File: src/rtl/ccu_snoop_bcast_ctrl.sv
// ----------------------------------------------------------------------------
// ccu_snoop_bcast_ctrl
//
// Sequences one coherent snoop at a time from the CCU FSM to every ACE master
// except the initiator. The AC request is broadcast to all target ports, one
// CR is collected from each of them and the responses are OR-merged. At most
// one data-supplying port has its CD line forwarded downstream; CD beats from
// any other supplier are accepted and thrown away.
//
// Ports
//   clk_i, rst_ni                 clock, asynchronous active-low reset
//   req_valid_i/req_ready_o       snoop request from the CCU FSM
//   req_addr_i, req_snoop_i       snoop address and AC snoop type
//   req_init_i                    initiator port, excluded from the broadcast
//   ac_valid_o/ac_ready_i         per-port AC channel
//   ac_addr_o, ac_snoop_o         latched AC payload shared by all ports
//   cr_valid_i/cr_ready_o         per-port CR channel, cr_resp_i 5 bits/port
//   cd_valid_i/cd_ready_o         per-port CD channel, cd_data_i, cd_last_i
//   cd_valid_o/cd_ready_i         forwarded line beats, cd_data_o, cd_last_o
//   rsp_valid_o/rsp_ready_i       merged snoop result, rsp_o
//
// Handshake semantics (every channel): a transfer happens on a rising clock
// edge where valid and ready are both high. A source never drops valid or
// changes its payload before that transfer; ready may be raised or lowered
// freely and may depend combinationally on valid.
// ----------------------------------------------------------------------------
module ccu_snoop_bcast_ctrl #(
    parameter int NoPorts   = 4,
    parameter int AddrWidth = 64,
    parameter int DataWidth = 64,
    parameter int LineWidth = 512,
    localparam int IdxWidth = (NoPorts > 1) ? $clog2(NoPorts) : 1
) (
    input  logic                           clk_i,
    input  logic                           rst_ni,
    input  logic                           req_valid_i,
    output logic                           req_ready_o,
    input  logic [AddrWidth-1:0]           req_addr_i,
    input  logic [3:0]                     req_snoop_i,
    input  logic [IdxWidth-1:0]            req_init_i,
    output logic [NoPorts-1:0]             ac_valid_o,
    input  logic [NoPorts-1:0]             ac_ready_i,
    output logic [AddrWidth-1:0]           ac_addr_o,
    output logic [3:0]                     ac_snoop_o,
    input  logic [NoPorts-1:0]             cr_valid_i,
    output logic [NoPorts-1:0]             cr_ready_o,
    input  logic [NoPorts*5-1:0]           cr_resp_i,
    input  logic [NoPorts-1:0]             cd_valid_i,
    output logic [NoPorts-1:0]             cd_ready_o,
    input  logic [NoPorts*DataWidth-1:0]   cd_data_i,
    input  logic [NoPorts-1:0]             cd_last_i,
    output logic                           cd_valid_o,
    input  logic                           cd_ready_i,
    output logic [DataWidth-1:0]           cd_data_o,
    output logic                           cd_last_o,
    output logic                           rsp_valid_o,
    input  logic                           rsp_ready_i,
    output logic [4:0]                     rsp_o
);

    localparam int Beats    = LineWidth / DataWidth;
    localparam int CntWidth = $clog2(Beats + 1);
    localparam logic [CntWidth-1:0] LastBeat = CntWidth'(Beats - 1);

    typedef enum logic [1:0] {
        ST_IDLE = 2'd0,
        ST_AC   = 2'd1,
        ST_CD   = 2'd2,
        ST_RESP = 2'd3
    } state_e;

    state_e                state_q, state_d;
    logic [NoPorts-1:0]    tgt_q, tgt_d;
    logic [NoPorts-1:0]    ac_done_q, ac_done_d;
    logic [NoPorts-1:0]    cr_done_q, cr_done_d;
    logic [NoPorts-1:0]    dt_q, dt_d;
    logic [NoPorts-1:0]    cd_done_q, cd_done_d;
    logic [4:0]            resp_q, resp_d;
    logic [AddrWidth-1:0]  addr_q, addr_d;
    logic [3:0]            snoop_q, snoop_d;
    logic [CntWidth-1:0]   beat_cnt_q [NoPorts];
    logic [CntWidth-1:0]   beat_cnt_d [NoPorts];

    logic [IdxWidth-1:0]   src;
    logic                  src_found;
    logic [NoPorts-1:0]    ac_hs, cr_hs, cd_hs;

    // The forwarding port is the lowest-indexed data supplier.
    always_comb begin
        src       = '0;
        src_found = 1'b0;
        for (int i = 0; i < NoPorts; i++) begin
            if (dt_q[i] && !src_found) begin
                src       = IdxWidth'(i);
                src_found = 1'b1;
            end
        end
    end

    assign ac_addr_o  = addr_q;
    assign ac_snoop_o = snoop_q;

    always_comb begin
        state_d     = state_q;
        tgt_d       = tgt_q;
        ac_done_d   = ac_done_q;
        cr_done_d   = cr_done_q;
        dt_d        = dt_q;
        cd_done_d   = cd_done_q;
        resp_d      = resp_q;
        addr_d      = addr_q;
        snoop_d     = snoop_q;
        beat_cnt_d  = beat_cnt_q;
        req_ready_o = 1'b0;
        ac_valid_o  = '0;
        cr_ready_o  = '0;
        cd_ready_o  = '0;
        cd_valid_o  = 1'b0;
        cd_data_o   = '0;
        cd_last_o   = 1'b0;
        rsp_valid_o = 1'b0;
        rsp_o       = '0;
        ac_hs       = '0;
        cr_hs       = '0;
        cd_hs       = '0;

        case (state_q)
            ST_IDLE: begin
                req_ready_o = 1'b1;
                if (req_valid_i) begin
                    // An out-of-range initiator shifts the bit out, so every
                    // port becomes a target.
                    tgt_d     = ~({{(NoPorts-1){1'b0}}, 1'b1} << req_init_i);
                    addr_d    = req_addr_i;
                    snoop_d   = req_snoop_i;
                    ac_done_d = '0;
                    cr_done_d = '0;
                    dt_d      = '0;
                    cd_done_d = '0;
                    resp_d    = '0;
                    for (int i = 0; i < NoPorts; i++) begin
                        beat_cnt_d[i] = '0;
                    end
                    state_d = (tgt_d == '0) ? ST_RESP : ST_AC;
                end
            end

            ST_AC: begin
                ac_valid_o = tgt_q & ~ac_done_q;
                // A port may only answer once its own AC has been taken.
                cr_ready_o = ac_done_q & ~cr_done_q;
                ac_hs      = ac_valid_o & ac_ready_i;
                cr_hs      = cr_valid_i & cr_ready_o;
                ac_done_d  = ac_done_q | ac_hs;
                cr_done_d  = cr_done_q | cr_hs;
                for (int i = 0; i < NoPorts; i++) begin
                    if (cr_hs[i]) begin
                        resp_d  = resp_d | cr_resp_i[i*5 +: 5];
                        dt_d[i] = cr_resp_i[i*5];
                    end
                end
                if ((ac_done_d == tgt_q) && (cr_done_d == tgt_q)) begin
                    state_d = (dt_d == '0) ? ST_RESP : ST_CD;
                end
            end

            ST_CD: begin
                for (int i = 0; i < NoPorts; i++) begin
                    if (dt_q[i] && !cd_done_q[i]) begin
                        cd_ready_o[i] = (IdxWidth'(i) == src) ? cd_ready_i : 1'b1;
                    end
                end
                cd_valid_o = cd_valid_i[src] & ~cd_done_q[src];
                cd_data_o  = cd_data_i[src*DataWidth +: DataWidth];
                cd_last_o  = cd_last_i[src];
                cd_hs      = cd_valid_i & cd_ready_o;
                for (int i = 0; i < NoPorts; i++) begin
                    if (cd_hs[i]) begin
                        if (cd_last_i[i]) begin
                            cd_done_d[i] = 1'b1;
                            if (beat_cnt_q[i] != LastBeat) begin
                                resp_d[1] = 1'b1;
                            end
                        end else if (beat_cnt_q[i] == LastBeat) begin
                            // Full line seen without last: close the port so
                            // the snoop cannot hang on a broken master.
                            cd_done_d[i] = 1'b1;
                            resp_d[1]    = 1'b1;
                        end else begin
                            beat_cnt_d[i] = beat_cnt_q[i] + CntWidth'(1);
                        end
                    end
                end
                if (cd_done_d == dt_q) begin
                    state_d = ST_RESP;
                end
            end

            ST_RESP: begin
                rsp_valid_o = 1'b1;
                rsp_o       = resp_q;
                if (rsp_ready_i) begin
                    state_d = ST_IDLE;
                end
            end

            default: begin
                state_d = ST_IDLE;
            end
        endcase
    end

    always_ff @(posedge clk_i or negedge rst_ni) begin
        if (!rst_ni) begin
            state_q   <= ST_IDLE;
            tgt_q     <= '0;
            ac_done_q <= '0;
            cr_done_q <= '0;
            dt_q      <= '0;
            cd_done_q <= '0;
            resp_q    <= '0;
            addr_q    <= '0;
            snoop_q   <= '0;
            for (int i = 0; i < NoPorts; i++) begin
                beat_cnt_q[i] <= '0;
            end
        end else begin
            state_q    <= state_d;
            tgt_q      <= tgt_d;
            ac_done_q  <= ac_done_d;
            cr_done_q  <= cr_done_d;
            dt_q       <= dt_d;
            cd_done_q  <= cd_done_d;
            resp_q     <= resp_d;
            addr_q     <= addr_d;
            snoop_q    <= snoop_d;
            beat_cnt_q <= beat_cnt_d;
        end
    end

endmodule

File: config.mk
export PLATFORM = sky130hd
export DESIGN_NAME = ccu_snoop_bcast_ctrl
export DESIGN_NICKNAME = d
export VERILOG_FILES = /design/src/rtl/ccu_snoop_bcast_ctrl.sv
export SDC_FILE = /design/constraint.sdc
export NUM_CORES = 1
export LEC_CHECK = 0
export CORE_AREA = 5 5 202 204
export DETAILED_ROUTE_END_ITERATION = 16
export DIE_AREA = 0 0 207 209
export MAX_ROUTING_LAYER = met4
export SLEW_MARGIN = 40
export SYNTH_ARGS = -nofsm -noshare
export SYNTH_HDL_FRONTEND = slang
export SYNTH_SLANG_ARGS = --single-unit
export TNS_END_PERCENT = 50
File: constraint.sdc
create_clock -name clk_i -period 3.2 [get_ports clk_i]
set_input_delay 0.8 -clock clk_i [delete_from_list [all_inputs] [get_ports clk_i]]
set_output_delay 0.8 -clock clk_i [all_outputs]
set_load 0.01 [all_outputs]
# Yosys cells after proc, flatten, opt, wreduce, memory -nomap -nowiden
# Index checks and enable logic that the tools add are counted.
classes:
  addsub: 4
  eq_ne: 33
  n_mux: 110
  order_cmp: 1
  shift: 2
  bitwise: 16
  reduce_logical: 31
ops:
  columns: ["cell", "count"]
  rows:
  - ["256-bit by 9-bit indexed part select with 64-bit output", 1]
  - ["1-bit 2-to-1 mux", 64]
  - ["4-bit 2-to-1 mux", 16]
  - ["64-bit 2-to-1 mux", 1]
  - ["5-bit 2-to-1 mux", 9]
  - ["2-bit inequality test (second input constant)", 16]
  - ["16-bit one-hot mux with 2 select lines", 1]
  - ["4-bit one-hot mux with 2 select lines", 4]
  - ["4-bit bitwise AND", 5]
  - ["5-bit OR", 4]
  - ["5-bit AND reduction", 4]
  - ["4-bit by 1-bit adder with 4-bit output (second input constant)", 4]
  - ["4-bit by 3-bit == test with 1-bit output (second input constant)", 4]
  - ["16-bit 2-to-1 mux", 1]
  - ["4-bit by 3-bit inequality test with 1-bit output (second input constant)", 4]
  - ["2-bit 2-to-1 mux", 7]
  - ["4-bit == test", 3]
  - ["4-bit inverter", 3]
  - ["1-bit logical AND", 8]
  - ["4-bit zero test", 2]
  - ["4-bit OR", 2]
  - ["2-bit one-hot mux with 4 select lines", 1]
  - ["2-bit AND reduction", 4]
  - ["1-bit zero test", 7]
  - ["other kinds (16)", 22]
word_totals:
  reg_bits: 111
  in_bits: 367
  word_cells: 211

# Depth between registers and ports, before layout
# Gate-level depths: netlist of the first run.
logic_depth:
  ltp_word: 26
  mapped_depth: 8
  depth_no_buf: 7

# Worst setup path before layout of the first run
# OpenSTA, ideal clock, no wires.
synth_timing:
  path_type: "register to output"
  startpoint: "register dt_q[2]"
  endpoint: "output port cd_data_o[56]"
  slack_ns: 0.544
  t_arrival_ns: 1.856
  required_ns: 2.400
  path_buffers: 2
  stages_incl_launch_ff: 8
  path_cell_list: "dfrtp_1 -> inv_1 -> a21oi_1 -> nor2_1 -> buf_4 -> buf_4 -> mux4_2 -> and2_1"
synth_via:
  elab_chain_len: 7
  word_cells_on_any_way: 8
synth_lines:
  columns: ["item", "line", "source"]
  rows:
  - ["start, declared", "76", "logic [NoPorts-1:0] dt_q, dt_d;"]
  - ["start signal, assigned", "232", "dt_q <= dt_d;"]
  - ["1-bit logical AND *", "93", "if (dt_q[i] && !src_found) begin"]
  - ["1-bit 2-to-1 mux", "93", null]
  - ["1-bit zero test", "93", null]
  - ["1-bit logical AND", "93", null]
  - ["2-bit 2-to-1 mux *", "93", null]
  - ["256-bit by 9-bit indexed part select with 64-bit output *", "174", "cd_data_o = cd_data_i[src*DataWidth +: DataWidth];"]
  - ["64-bit 2-to-1 mux *", "127", "case (state_q)"]
  - ["end, declared", "54", "output logic [DataWidth-1:0] cd_data_o,"]
# Mark *: on every way between the ends. The rest lies on a longest branch, timed or not.

# Final worst setup path of the first run
layout_timing:
  startpoint: "register dt_q[3]"
  endpoint: "output port cd_data_o[6]"
layout_via:
  elab_chain_len: 4
layout_lines:
  columns: ["item", "line"]
  rows:
  - ["1-bit logical AND", "93"]
  - ["2-bit 2-to-1 mux", "93"]
  - ["256-bit by 9-bit indexed part select with 64-bit output", "174"]
  - ["64-bit 2-to-1 mux", "127"]
# No other way between the ends.

==> qor.yml, run 1 <==
clock_tree:
  clock_sinks: 111
  tritoncts: "built"
  htreeDepth: 3
  cts-root-buf: "clkbuf_16"
  clkLatencyLatePin_ps: 350
  cts_buffers: 9
  clk_path_buf_depth: 2
  clk_pin_slew_ps: 80
final_layout:
  fin_area_um2: 14400
  layout_commonest_cell: "clkdlybuf4s50_1"
  syn_to_final_growth_pct: 89.40
  final.fill_count: 3934
  nNetsFinal: 1606
  final_cell_mix: "448 x clkdlybuf4s50_1, 111 x dfrtp_1, 69 x mux2_2, 65 x mux4_2, 64 x and2_1"
  drive_above_1_share_pct: 24.78
logic_synthesis:
  ys.flop_type: "dfrtp_1"
  netlist_area_um2: 7602
  ys_warn_count: 0
  synth-seq-cells: 111
  synthTopCellsByArea: "dfrtp_1 37%, mux4_2 19%, mux2_2 10%, and2_1 5.9%, o21ai_0 2.2%"
  yosys.area.top_type: "dfrtp_1"
  ys_seq_area_share_pct: 36.54
  ys_types: 54
  synth_edf_count: 0
  ys_async_sr_fraction_pct: 100.0
  avgSynthCellArea_um2: 11.28
  yosysTopAreaCellShare_pct: 36.54
  netlist_instances: 674
  synth_nets: 1050
detailed_routing:
  wl_per_cell_um: 23.30
  vias: 8097
  drcViolationCount: 0
  antenna_left: 0
  first_iter_violations: 616
  first_pass_iters: 5
  vias_per_cell: 4.575
  wirelength_mm: 41.24
placed_design:
  hpwl_mm: 34.00
  placed_area_um2: 13830
  port_buffers: 519
  dp_slack_ps: -123.1
  gp_congestion: 0.9811
sta:
  fin_ws_ps: 30.72
  min_period_ps: 3169
  clock_skew_ps: 11.52
  finalHoldViolCount: 0
  grt_setup_unrepaired: "true"
  worstMarginPinSlew_ps: 687.9
  fin_tns_setup_ps: 0
  drv_slew: 0
  timing.final.crit_share_pct: 99.04
  max_slew_margin_pct: 53.79
  whs_ps: 394.2
  setup_viol: 0
  fmax_ghz: 0.3155
power_and_ir_drop:
  netSwitchingPower_mw: 4.276
  p_per_area_nw_per_um2: 790.9
  p_comb_share_pct: 69.1
  p_seq_share_pct: 21.1
  intPower_mw: 7.111
  pwr-share-clk_pct: 9.9
  ir_drop_uv: 499.4
  p_leak_nw: 5.708
  p_sw_share_pct: 37.55
global_routing:
  grt_use_total_pct: 18.73
  grt-ovfl-total: 0
  grt_pass1_vias: 8650
  grt_pass1_wl_mm: 59.28
  grt_start_max_net_pins: 52
  antenna_found_initial: 13
setup_path:
  critPathKind: "flip-flop to output port"
  cp.required_ps: 2400
  worst-path-max-fanout: 5
  worstPathArrival_ps: 2370
  cp-start-kind: "flip-flop"
  end_kind: "output port"
floorplan:
  core_area_um2: 39090
  die_x_um: 207
  num_rows: 73
  die_h_um: 209
  ioPinCount: 520
  start_util_pct: 19.45
  die-area_um2: 43260
min_path:
  min_path_type: "input pin to asynchronous set/reset pin"
flow_run:
  maxCapViolCount: 0
status:
  status: "completed"
metrics by stage:
step           cells  utilization (%)  power [mW]
2_1_floorplan    674                -       6.004
5_1_grt         1770            36.83       12.13
4_1_cts         1758            36.92       11.61
3_5_place_dp    1716            35.37       9.799
6_report        1770            36.83       11.39
3_3_place_gp    1716            35.37       9.749
Yosys cell counts, types with 2 or more instances:
| library cell | number |
|---|---|
| a221o_1 | 2 |
| nand2_1 | 23 |
| a31oi_1 | 9 |
| nor2b_1 | 4 |
| clkbuf_1 | 32 |
| o21ai_0 | 34 |
| a22oi_1 | 11 |
| buf_2 | 10 |
| buf_4 | 3 |
| nor2_1 | 35 |
| xnor2_1 | 4 |
| a21o_1 | 2 |
| a22o_1 | 3 |
| nor3b_1 | 2 |
| o211ai_1 | 4 |
| inv_1 | 14 |
| and2_1 | 72 |
| mux2i_1 | 6 |
| mux4_2 | 65 |
| buf_1 | 8 |
| nand3b_1 | 8 |
| nand3_1 | 20 |
| o311ai_0 | 5 |
| a21oi_1 | 24 |
| ha_1 | 9 |
| dfrtp_1 | 111 |
| a211oi_1 | 3 |
| nand4_1 | 10 |
| nor3_1 | 5 |
| mux2_2 | 69 |
| and4_1 | 2 |
| o221ai_1 | 13 |
| nand2b_1 | 22 |
| and3b_1 | 10 |
power groups by stage:
stage / Sequential, mW / Clock (mW) / Combinational, mW
2_1_floorplan: 2.52 / 0 / 3.48
3_3_place_gp: 2.39 / 0 / 7.36
3_5_place_dp: 2.42 / 0 / 7.38
4_1_cts: 2.41 / 1.18 / 8.02
5_1_grt: 2.49 / 1.23 / 8.41
6_report: 2.40 / 1.12 / 7.86
routing by layer:
metal	vias to the layer above	part of all wire, %	wire [µm]	global-route usage, %
li1	3684	-	-	-
met1	3994	37	15070	19.29
met2	381	54	22390	34.33
met3	38	6.6	2714	5.029
met4	0	2.6	1062	6.703
met5	-	0	0	-
cells by family after synthesis:
logic type / synth area share [%]
simple gates: 16.61
mux: 30.46
compound gates: 10.57
flops: 36.54
buf+inv: 3.769
fa+ha+maj: 1.481
xor+xnor: 0.5760
worst max-delay path: stages (launching register included):
cell,delay [ps]
dfrtp_1,400
buf_6,120
a21oi_4,160
nor2_4,60
buf_12,160
buf_12,140
buf_16,130
mux4_2,430
and2_1,180
clkdlybuf4s15_2,230
sequential cells by signal, summed over array words and instances, names as in the netlist:
register	count
ac_addr_o	64
ac_done_q	4
ac_snoop_o	4
beat_cnt_q	16
cd_done_q	4
cr_done_q	4
dt_q	4
resp_q	5
state_q	2
tgt_q	4
worst paths after layout:
kind / from / to / slack (ps) / cells after the start
min reg2reg: ac_addr_o[52] / ac_addr_o[52] / 510 / 1
max: dt_q[3] / cd_data_o[6] / 30 / 9
min: rst_ni / ac_addr_o[26] / 390 / 1
max in group asynchronous: rst_ni / beat_cnt_q[11] / 2060 / 2
min in group clk_i: ac_addr_o[52] / ac_addr_o[52] / 510 / 1
max reg2reg: dt_q[0] / state_q[1] / 650 / 8
area by class of cell:
type                    count  area [µm²]  share of cell area [%]
well taps                 525       656.9                   4.562
diodes                     10       25.02                  0.1738
repair buffers            599        5981                   41.54
multi-input cells         495        4614                   32.05
clock inverters             5       48.80                  0.3389
clock buffers              11       242.7                   1.686
inverters                  14       52.55                  0.3650
flip-flops and latches    111        2778                   19.29
repair_timing:
action	4_1_cts	5_1_grt
gates resized for setup	219	26
gates cloned	6	0
hold buffers	0	0
pin swaps	7	2
hold endpoints to repair	0	0
buffers inserted	21	2
endpoints found under the setup margin	67	42
(Power assumes the default switching activity.)
==> inputs of run 2 (changes only) <==
--- a/config.mk
+++ b/config.mk
@@ -6,6 +6,7 @@
 export NUM_CORES = 1
 export LEC_CHECK = 0
 export CORE_AREA = 5 5 202 204
+export CTS_CLUSTER_SIZE = 40
 export DETAILED_ROUTE_END_ITERATION = 16
 export DIE_AREA = 0 0 207 209
 export MAX_ROUTING_LAYER = met4
@@ -13,4 +14,3 @@
 export SYNTH_ARGS = -nofsm -noshare
 export SYNTH_HDL_FRONTEND = slang
 export SYNTH_SLANG_ARGS = --single-unit
-export TNS_END_PERCENT = 50
==> qor.yml, run 2 (synthesis results as in run 1) <==
setup_path:
  cp.depth: 9  # unchanged
  path_cells: "buf_6 -> a21oi_4 -> nor2_4 -> buf_12 -> buf_16 -> buf_4 -> mux4_2 -> and2_4 -> buf_2"
  critPathKind: "flip-flop to output port"
  crit_family: "buffers and inverters"
  path_buf_inv: 5  # unchanged
  max_stage_delay_ps: 430  # about the same
  cp-start-kind: "flip-flop"
  worst-path-max-fanout: 5  # unchanged
  slowest_stage: "mux4_2"
  reg2regPathDepth: 8  # unchanged
  end_kind: "output port"
  cp.required_ps: 2400  # about the same
  worstPathArrival_ps: 2320  # -50 ps
clock_tree:
  clkLatencyLatePin_ps: 350  # about the same
  clk_path_buf_depth: 2  # unchanged
  clk_pin_slew_ps: 80  # about the same
  clock_sinks: 111  # unchanged
  cts-root-buf: "clkbuf_16"
  htreeDepth: 3  # unchanged
  cts_buffers: 9  # unchanged
  tritoncts: "built"
final_layout:
  post-route-util_pct: 37.08  # +0.25 points
  final.fill_count: 3930  # -0.10%
  final_cell_mix: "449 x clkdlybuf4s50_1, 111 x dfrtp_1, 69 x mux2_2, 65 x mux4_2"
  layout_commonest_cell: "clkdlybuf4s50_1"
  largest_register_ffs: 64  # unchanged
  nNetsFinal: 1615  # +0.56%
  seq_area_um2: 2778  # unchanged
  fin_area_um2: 14500  # +0.67%
  multi_input_area_um2: 4624  # +0.22%
  syn_to_final_growth_pct: 90.67
  drive_above_1_share_pct: 25.48  # +0.70 points
  stdcell_count: 1779  # +0.51%
sta:
  timing.final.crit_share_pct: 97.58  # -1.5 points
  whs_ps: 394.6  # +0.3940 ps
  min_period_ps: 3123  # -46.67 ps
  setup_viol: 0  # unchanged
  max_slew_margin_pct: 53.57  # -0.22 points
  finalHoldViolCount: 0  # unchanged
  fmax_ghz: 0.3202  # +1.5%
  grt_setup_unrepaired: "true"
  worstMarginPinSlew_ps: 691.2  # +3.304 ps
  fin_ws_ps: 77.39  # +46.67 ps
  drv_slew: 0  # unchanged
  clock_skew_ps: 11.95  # +0.4273 ps
  fin_tns_setup_ps: 0  # unchanged
power_and_ir_drop:
  fin_total_pwr_mw: 11.54  # +1.3%
  intPower_mw: 7.218  # +1.5%
  p_sw_share_pct: 37.45  # -0.10 points
  p_comb_share_pct: 69.5  # +0.4 points
  p_per_area_nw_per_um2: 796.0  # +0.66%
  netSwitchingPower_mw: 4.321  # +1.0%
  ir_drop_uv: 499.4  # about the same
  pwr-share-clk_pct: 9.7  # -0.2 points
  p_leak_nw: 5.770  # +1.1%
  p_seq_share_pct: 20.8  # -0.3 points
floorplan:
  die_x_um: 207  # unchanged
  die_h_um: 209  # unchanged
  ioPinCount: 520  # unchanged
  num_rows: 73  # unchanged
  start_util_pct: 19.45  # unchanged
  die-area_um2: 43260  # unchanged
  core_area_um2: 39090  # unchanged
placed_design:
  dp_slack_ps: -123.1  # unchanged
  hpwl_mm: 34.00  # unchanged
  gp_congestion: 0.9811  # unchanged
  placedCellCount: 1716  # unchanged
  port_buffers: 519  # unchanged
  placed_area_um2: 13830  # unchanged
detailed_routing:
  antenna_left: 0  # unchanged
  vias: 8157  # +0.74%
  wirelength_mm: 41.67  # +1.0%
  wl_per_cell_um: 23.42  # +0.54%
  drcViolationCount: 0  # unchanged
  first_iter_violations: 640  # +3.9%
  vias_per_cell: 4.585  # +0.23%
  first_pass_iters: 5  # unchanged
global_routing:
  grt-ovfl-total: 0  # unchanged
  grt_pass1_vias: 8675  # +0.29%
  antenna_found_initial: 13  # unchanged
  grt_start_max_net_pins: 52  # unchanged
  grt_pass1_wl_mm: 59.55  # +0.44%
  grt_use_total_pct: 18.83  # +0.10 points
min_path:
  min_path_type: "input pin to asynchronous set/reset pin"
flow_run:
  maxCapViolCount: 0  # unchanged
status:
  status: "completed"
run 2: timing repair:
item,in CTS,in global routing
resized for setup,231,26
pin swaps,8,3
gates cloned,6,1
setup buffers,22,10
setup endpoints to repair,67,36
hold buffers,0,0
run 2: path summary, 6_finish.rpt:
path / startpoint / end / slack, ps
min in group clk_i: ac_addr_o[52] / ac_addr_o[52] / 510
min: rst_ni / ac_addr_o[26] / 390
max: dt_q[3] / cd_data_o[52] / 80
max in group asynchronous: rst_ni / beat_cnt_q[11] / 2050
max reg2reg: dt_q[0] / state_q[1] / 610
min reg2reg: ac_addr_o[52] / ac_addr_o[52] / 510
run 2: area by class of cell:
class,count,share of cell area [%]
multi-input cells,495,31.90
clock inverters,5,0.3366
well taps,525,4.532
flip-flops and latches,111,19.16
inverters,14,0.3625
diodes,10,0.1726
clock buffers,11,1.675
repair buffers,608,41.86
run 2: routing by layer:
layer	up-vias	track usage, %	share of wire (%)
li1	3699	-	-
met1	4000	19.23	36
met2	412	34.40	54
met3	46	5.330	7.2
met4	0	6.954	2.8
met5	-	-	0
run 2: power groups by stage:
| stage | Sequential, mW | Clock (mW) | Combinational, mW |
|---|---|---|---|
| 6_report | 2.40 | 1.12 | 8.02 |
| 5_1_grt | 2.49 | 1.23 | 8.57 |
| 4_1_cts | 2.41 | 1.18 | 8.04 |
| 3_5_place_dp | 2.42 | 0 | 7.38 |
| 3_3_place_gp | 2.39 | 0 | 7.36 |
| 2_1_floorplan | 2.52 | 0 | 3.48 |
